[config.mk]
export PLATFORM = sky130hd
export DESIGN_NAME = div_issue_ctrl_flat
export DESIGN_NICKNAME = d
export VERILOG_FILES = /design/src/rtl/div_issue_ctrl_if.sv /design/src/rtl/div_issue_ctrl.sv /design/src/flat_wrapper.sv
export SDC_FILE = /design/constraint.sdc
export NUM_CORES = 1
export LEC_CHECK = 0
export ABC_AREA = 1
export CAP_MARGIN = 15
export CORE_MARGIN = 5
export CORE_UTILIZATION = 52
export DETAILED_ROUTE_END_ITERATION = 16
export PLACE_DENSITY = 0.92
export RECOVER_POWER = 50
export SYNTH_ARGS = -nofsm -noshare
export SYNTH_HDL_FRONTEND = slang
export SYNTH_SLANG_ARGS = --single-unit
[constraint.sdc]
create_clock -name aclk -period 4.1 [get_ports aclk]
set_input_delay 1.23 -clock aclk [delete_from_list [all_inputs] [get_ports aclk]]
set_output_delay 1.23 -clock aclk [all_outputs]
set_load 0.1 [all_outputs]
[src/rtl/div_issue_ctrl_if.sv]
// div_issue_ctrl_if: pipeline-side request/response handshake of the divide issue controller.
interface div_issue_ctrl_if;
   logic        req_valid;
   logic        req_ready;
   logic [1:0]  req_op;
   logic [31:0] req_rs1;
   logic [31:0] req_rs2;
   logic        flush;
   logic        resp_valid;
   logic        resp_ready;
   logic [31:0] resp_data;
   logic        resp_err;
   modport master (output req_valid, req_op, req_rs1, req_rs2, flush, resp_ready,
                   input  req_ready, resp_valid, resp_data, resp_err);
   modport slave  (input  req_valid, req_op, req_rs1, req_rs2, flush, resp_ready,
                   output req_ready, resp_valid, resp_data, resp_err);
endinterface

[src/rtl/div_issue_ctrl.sv]
// div_issue_ctrl: launches RV32M div/rem magnitudes to an unsigned AXI-stream divider and sign-fixes the result.
// Optional watchdog on the divider wait is enabled by defining DIV_TIMEOUT_EN.
module div_issue_ctrl #(
   parameter int TIMEOUT_CYCLES = 32,
   parameter int CNT_W          = 8
) (
   input  logic                aclk,
   input  logic                aresetn,
   div_issue_ctrl_if.slave     bus,
   output logic [31:0]         m_axis_dividend_tdata,
   output logic                m_axis_dividend_tvalid,
   output logic [31:0]         m_axis_divisor_tdata,
   output logic                m_axis_divisor_tvalid,
   input  logic [63:0]         s_axis_dout_tdata,
   input  logic                s_axis_dout_tvalid
);
   typedef enum logic [2:0] {IDLE, ISSUE, WAIT, DRAIN, RESP} state_t;
   localparam logic [CNT_W-1:0] CNT_MAX = CNT_W'(TIMEOUT_CYCLES);
   state_t           state_q, state_d;
   logic [1:0]       op_q, op_d;
   logic             neg_quo_q, neg_quo_d, neg_rem_q, neg_rem_d;
   logic [31:0]      dvd_q, dvd_d, dvs_q, dvs_d, resp_data_q, resp_data_d;
   logic             launch_q, launch_d, req_ready_q, req_ready_d;
   logic             resp_valid_q, resp_valid_d, resp_err_q, resp_err_d;
   logic             dout_tvalid_q;
   logic [CNT_W-1:0] cnt_q, cnt_d;
   logic             done, sgn, timeout;
   logic [31:0]      res_sel, res;
   assign done    = s_axis_dout_tvalid & ~dout_tvalid_q;
   assign sgn     = ~bus.req_op[0];
   assign res_sel = op_q[1] ? s_axis_dout_tdata[31:0] : s_axis_dout_tdata[63:32];
   assign res     = (op_q[1] ? neg_rem_q : neg_quo_q) ? -res_sel : res_sel;
`ifdef DIV_TIMEOUT_EN
   assign timeout = cnt_q == CNT_MAX;
`else
   assign timeout = 1'b0;
`endif
   always_comb begin
      state_d      = state_q;
      op_d         = op_q;
      neg_quo_d    = neg_quo_q;
      neg_rem_d    = neg_rem_q;
      dvd_d        = dvd_q;
      dvs_d        = dvs_q;
      resp_data_d  = resp_data_q;
      launch_d     = 1'b0;
      req_ready_d  = req_ready_q;
      resp_valid_d = resp_valid_q;
      resp_err_d   = resp_err_q;
      cnt_d        = (cnt_q == CNT_MAX) ? cnt_q : cnt_q + 1'b1;
      case (state_q)
         IDLE: if (bus.req_valid && !bus.flush) begin
            op_d        = bus.req_op;
            neg_quo_d   = sgn & (bus.req_rs1[31] ^ bus.req_rs2[31]);
            neg_rem_d   = sgn & bus.req_rs1[31];
            req_ready_d = 1'b0;
            resp_err_d  = 1'b0;
            if (bus.req_rs2 == '0) begin
               state_d      = RESP;
               resp_valid_d = 1'b1;
               resp_data_d  = bus.req_op[1] ? bus.req_rs1 : '1;
            end else begin
               state_d  = ISSUE;
               launch_d = 1'b1;
               dvd_d    = (sgn && bus.req_rs1[31]) ? -bus.req_rs1 : bus.req_rs1;
               dvs_d    = (sgn && bus.req_rs2[31]) ? -bus.req_rs2 : bus.req_rs2;
            end
         end
         ISSUE: begin
            cnt_d   = '0;
            state_d = bus.flush ? DRAIN : WAIT;
         end
         WAIT: if (bus.flush) begin
            // A done arriving with the flush has nothing left to drain.
            state_d     = done ? IDLE : DRAIN;
            req_ready_d = done;
         end else if (done) begin
            state_d      = RESP;
            resp_valid_d = 1'b1;
            resp_data_d  = res;
         end else if (timeout) begin
            state_d      = RESP;
            resp_valid_d = 1'b1;
            resp_data_d  = '0;
            resp_err_d   = 1'b1;
         end
         DRAIN: if (done || timeout) begin
            state_d     = IDLE;
            req_ready_d = 1'b1;
         end
         RESP: if (bus.flush || bus.resp_ready) begin
            state_d      = IDLE;
            resp_valid_d = 1'b0;
            req_ready_d  = 1'b1;
         end
         default: state_d = IDLE;
      endcase
   end
   always_ff @(posedge aclk or negedge aresetn) begin
      if (!aresetn) begin
         state_q       <= IDLE;
         op_q          <= '0;
         neg_quo_q     <= 1'b0;
         neg_rem_q     <= 1'b0;
         dvd_q         <= '0;
         dvs_q         <= '0;
         resp_data_q   <= '0;
         launch_q      <= 1'b0;
         req_ready_q   <= 1'b1;
         resp_valid_q  <= 1'b0;
         resp_err_q    <= 1'b0;
         cnt_q         <= '0;
         dout_tvalid_q <= 1'b1;
      end else begin
         state_q       <= state_d;
         op_q          <= op_d;
         neg_quo_q     <= neg_quo_d;
         neg_rem_q     <= neg_rem_d;
         dvd_q         <= dvd_d;
         dvs_q         <= dvs_d;
         resp_data_q   <= resp_data_d;
         launch_q      <= launch_d;
         req_ready_q   <= req_ready_d;
         resp_valid_q  <= resp_valid_d;
         resp_err_q    <= resp_err_d;
         cnt_q         <= cnt_d;
         dout_tvalid_q <= s_axis_dout_tvalid;
      end
   end
   assign m_axis_dividend_tdata  = dvd_q;
   assign m_axis_divisor_tdata   = dvs_q;
   assign m_axis_dividend_tvalid = launch_q;
   assign m_axis_divisor_tvalid  = launch_q;
   assign bus.req_ready          = req_ready_q;
   assign bus.resp_valid         = resp_valid_q;
   assign bus.resp_data          = resp_data_q;
   assign bus.resp_err           = resp_err_q;
endmodule

[src/flat_wrapper.sv]
// flat-port wrapper written by rule: the top's interface ports become plain ports
module div_issue_ctrl_flat 
#(
   parameter int TIMEOUT_CYCLES = 32,
   parameter int CNT_W          = 8
)
  (aclk, aresetn, m_axis_dividend_tdata, m_axis_dividend_tvalid, m_axis_divisor_tdata, m_axis_divisor_tvalid, s_axis_dout_tdata, s_axis_dout_tvalid, bus_req_valid, bus_req_op, bus_req_rs1, bus_req_rs2, bus_flush, bus_resp_ready, bus_req_ready, bus_resp_valid, bus_resp_data, bus_resp_err);
  div_issue_ctrl_if bus_i ();
  input  logic aclk;
  input  logic aresetn;
  output logic [31:0] m_axis_dividend_tdata;
  output logic m_axis_dividend_tvalid;
  output logic [31:0] m_axis_divisor_tdata;
  output logic m_axis_divisor_tvalid;
  input  logic [63:0] s_axis_dout_tdata;
  input  logic s_axis_dout_tvalid;
  input wire logic [$bits(bus_i.req_valid)-1:0] bus_req_valid;
  input wire logic [$bits(bus_i.req_op)-1:0] bus_req_op;
  input wire logic [$bits(bus_i.req_rs1)-1:0] bus_req_rs1;
  input wire logic [$bits(bus_i.req_rs2)-1:0] bus_req_rs2;
  input wire logic [$bits(bus_i.flush)-1:0] bus_flush;
  input wire logic [$bits(bus_i.resp_ready)-1:0] bus_resp_ready;
  output wire logic [$bits(bus_i.req_ready)-1:0] bus_req_ready;
  output wire logic [$bits(bus_i.resp_valid)-1:0] bus_resp_valid;
  output wire logic [$bits(bus_i.resp_data)-1:0] bus_resp_data;
  output wire logic [$bits(bus_i.resp_err)-1:0] bus_resp_err;
  assign bus_i.req_valid = bus_req_valid;
  assign bus_i.req_op = bus_req_op;
  assign bus_i.req_rs1 = bus_req_rs1;
  assign bus_i.req_rs2 = bus_req_rs2;
  assign bus_i.flush = bus_flush;
  assign bus_i.resp_ready = bus_resp_ready;
  assign bus_req_ready = bus_i.req_ready;
  assign bus_resp_valid = bus_i.resp_valid;
  assign bus_resp_data = bus_i.resp_data;
  assign bus_resp_err = bus_i.resp_err;
  div_issue_ctrl #(.TIMEOUT_CYCLES(TIMEOUT_CYCLES), .CNT_W(CNT_W)) u_core (.aclk(aclk), .aresetn(aresetn), .bus(bus_i), .m_axis_dividend_tdata(m_axis_dividend_tdata), .m_axis_dividend_tvalid(m_axis_dividend_tvalid), .m_axis_divisor_tdata(m_axis_divisor_tdata), .m_axis_divisor_tvalid(m_axis_divisor_tvalid), .s_axis_dout_tdata(s_axis_dout_tdata), .s_axis_dout_tvalid(s_axis_dout_tvalid));
endmodule
==> metrics.yaml <==
cp_top_family: "simple AND/OR/NAND/NOR gates"
rsz0062_at_grt: "no"
fin_crit_sh: 0.874
clockBufferDepth: 2
final-setup-viol-count: 0
skew_ps: 7.71
wl_um: 26400
synth.top_cell.area_share: 0.324
wl_per_cell_um: 16.1
tightestPinTransition_ps: 1280
drc_errors: 0
path_class: "primary input to flop"
crit_end: "u_core.m_axis_divisor_tdata[5]"
synth_compound_area_frac: 0.127
slowest_delay_ps: 400
switching_power_mw: 5.92
cts_max_level: 3
startpoint: "bus_req_rs2[0]"
clockRootBuffer: "clkbuf_16"
drt-initial-drc-count: 698
synth_fa_ha_area_frac: 0.00467
initial_core_util: 0.528
r2r_cells: 10
via_per_inst: 5.38
postCtsSetupRepairBufs: 0
cp_cell_sequence: "clkdlybuf4s50_1 > inv_1 > ha_1 > nand3_2 > nor2_1 > nand2_1 > nor2_1 > nand3_1 > nand2_1 > nor2_8 > inv_4 > buf_4 > nand2_1 > o21ai_1"
drtAntennaViolNets: 0
fin_util: 0.700
p_per_area_nw_per_um2: 893
hold_path.class: "flop to flop"
pwr-share-clk: 0.102
status: "finished, final reports clean"
drt_pass1_iterations: 5
max_freq_mhz: 279
grt-ovfl-total: 0
syn2layout_area_growth_pct: 32.5
final_common_cell: "nand2_1"
core_region_area_sq_um: 15200
intPower_mw: 3.58
core.rowCount: 45
required_ps: 4370
synth_area_sq_um: 8030
grtUsageTotal: 0.288
yosys-mux-area-fraction: 0
vias: 8796
ys_warn_count: 0
syn_inst: 1232
cts_buffers: 9
r2r-end: "u_core.bus.resp_data[21]"
yosys.area_share.simple: 0.382
synth_top_family_by_area: "simple AND/OR/NAND/NOR gates"
timing.critical_path.buf_inv: 4
cts_tree: "done"
arrival_ps: 3850
ys_seq_area_frac: 0.331
die_w_um: 134
post_cts_resized: 0
p_leak_nw: 4.98
clk_pin_slew_ps: 80
swShare: 0.623
slew_headroom: 0.152
synth.distinct_cells: 48
reg2reg_slack_ps: 1640
port_buffers: 235
endpoint_kind: "flop"
cts.sinks: 106
hold_viol_final: 0
gp_congestion: 0.973
synth_top_area_cell: "dfrtp_1"
nNetsFinal: 1582
maxSlewViolCount: 0
ys_top_cells_by_area: "dfrtp_1 32%, nand2_1 18%, nor2_1 7.4%"
combPwrFrac: 0.705
critPathMostFrequentCell: "nand2_1"
hpwl_um: 20600
layout_common_cells: "394 x nand2_1, 194 x clkdlybuf4s50_1, 159 x nor2_1, 115 x inv_1, 104 x dfrtp_1"
die_area_sq_um: 18000
cp.depth: 14
grt_max_degree: 107
ios: 237
max_cap_violations: 0
cpMaxStageDelayCell: "clkdlybuf4s50_1"
ctsHoldBuffers: 0
r2r_start: "u_core.state_q[0]"
synth_nets: 1371
finalSetupTns_ps: 0
die_h_um: 134
grt_pass1_vias: 8647
drive_gt1_frac: 0.0622
antenna_cells: 0
vdd_ir_drop_max_mv: 0.515
ys_seq_elements: 106
seqPwrFrac: 0.193
power.total_mw: 9.50
synth-xor-area-share: 0.0524
avgSynthCellArea_sq_um: 6.52
crit_fanout: 25
grt_pass1_wl_um: 42300
antenna_found_initial: 1
clock_latency_ps: 350
critPathLaunchType: "primary input"
fin_crit_ps: 3580
-- cells by family after synthesis --
group	Yosys count
AND/OR/NAND/NOR	714
AO/OA/AOI/OAI	188
buffers and inverters	172
flip-flops	106
XOR/XNOR	48
adder cells (fa/ha/maj)	3
other	1
-- power by group through the flow --
stage	Sequential, mW	Clock (mW)	Combinational, mW
2_1_floorplan	5.05	0	2.01
3_3_place_gp	1.84	0	6.65
3_5_place_dp	1.84	0	6.77
4_1_cts	1.84	0.965	6.79
5_1_grt	1.89	1.01	7.09
6_report	1.84	0.966	6.70
-- cell usage after synthesis (all sizes together) --
cell type  instances
and3               1
nand2            419
or2                6
xnor2              7
nand3             85
o211ai             6
xor2              41
nor2             173
nor3              12
ha                 3
conb               1
inv              121
o22ai              3
o21bai             4
clkinv             1
dfstp              2
o311ai             1
a21oi             44
o2111ai            1
o21ai            124
o21a               1
nand3b             2
nand4             16
buf               35
clkbuf            15
a211oi             1
dfrtp            104
a31oi              3
-- through the flow --
| stage | std cells | worst slack [ps] | hold slack, ps | area, sq um |
|---|---|---|---|---|
| 6_report | 1636 | 518 | 485 | 10600 |
| 5_1_grt | 1636 | 317 | 506 | 10600 |
| 4_1_cts | 1636 | 787 | 488 | 10700 |
| 3_5_place_dp | 1620 | 429 | 464 | 10400 |
| 3_3_place_gp | 1620 | 559 | 465 | 10400 |
| 2_1_floorplan | 1232 | 1420 | 453 | 8030 |
-- flip-flops by register name (all words and copies together), names as in the netlist --
signal                         cells
u_core.bus.req_ready               1
u_core.bus.resp_data              32
u_core.bus.resp_valid              1
u_core.dout_tvalid_q               1
u_core.m_axis_dividend_tdata      32
u_core.m_axis_dividend_tvalid      1
u_core.m_axis_divisor_tdata       32
u_core.neg_quo_q                   1
u_core.neg_rem_q                   1
u_core.op_q                        1
u_core.state_q                     3
-- cell type report --
class / instances / area, sq um
Inverter: 122 / 463
Fill cell: 1280 / 4560
Timing Repair Buffer: 250 / 2430
Sequential cell: 106 / 2660
Clock buffer: 10 / 229
Clock inverter: 6 / 93.8
Multi-Input combinational cell: 954 / 4530
Tap cell: 188 / 235
-- metal layers --
| metal | vias up | global-route usage | part of all wire |
|---|---|---|---|
| met5 | - | 0 | 0.00042 |
| met4 | 2 | 0.119 | 0.038 |
| met3 | 80 | 0.0495 | 0.086 |
| met2 | 407 | 0.500 | 0.48 |
| met1 | 3978 | 0.356 | 0.39 |
| li1 | 4329 | - | - |
-- worst reg2reg max path, cell delays in order (launching register included) --
cell and delay (ps):
dfrtp_1 430, nor2_1 120, inv_1 100, nor2_4 90
buf_4 470, inv_1 290, o21ai_1 270, nand2_4 70
buf_4 270, nor2_1 160, a21oi_1 80
-- worst min-delay path by stage --
stage,from,end,slack (ps),cells past startpoint
6_report,u_core.m_axis_dividend_tdata[25],u_core.m_axis_dividend_tdata[25],480,2
5_1_grt,u_core.m_axis_divisor_tdata[22],u_core.m_axis_divisor_tdata[22],510,2
3_5_place_dp,u_core.bus.resp_data[11],u_core.bus.resp_data[11],460,2
3_3_place_gp,u_core.bus.resp_data[11],u_core.bus.resp_data[11],460,2
2_1_floorplan,u_core.neg_quo_q,u_core.neg_quo_q,450,2
4_1_cts,u_core.bus.resp_data[11],u_core.bus.resp_data[11],490,2
Note: power is estimated with default switching activity, not from simulation.
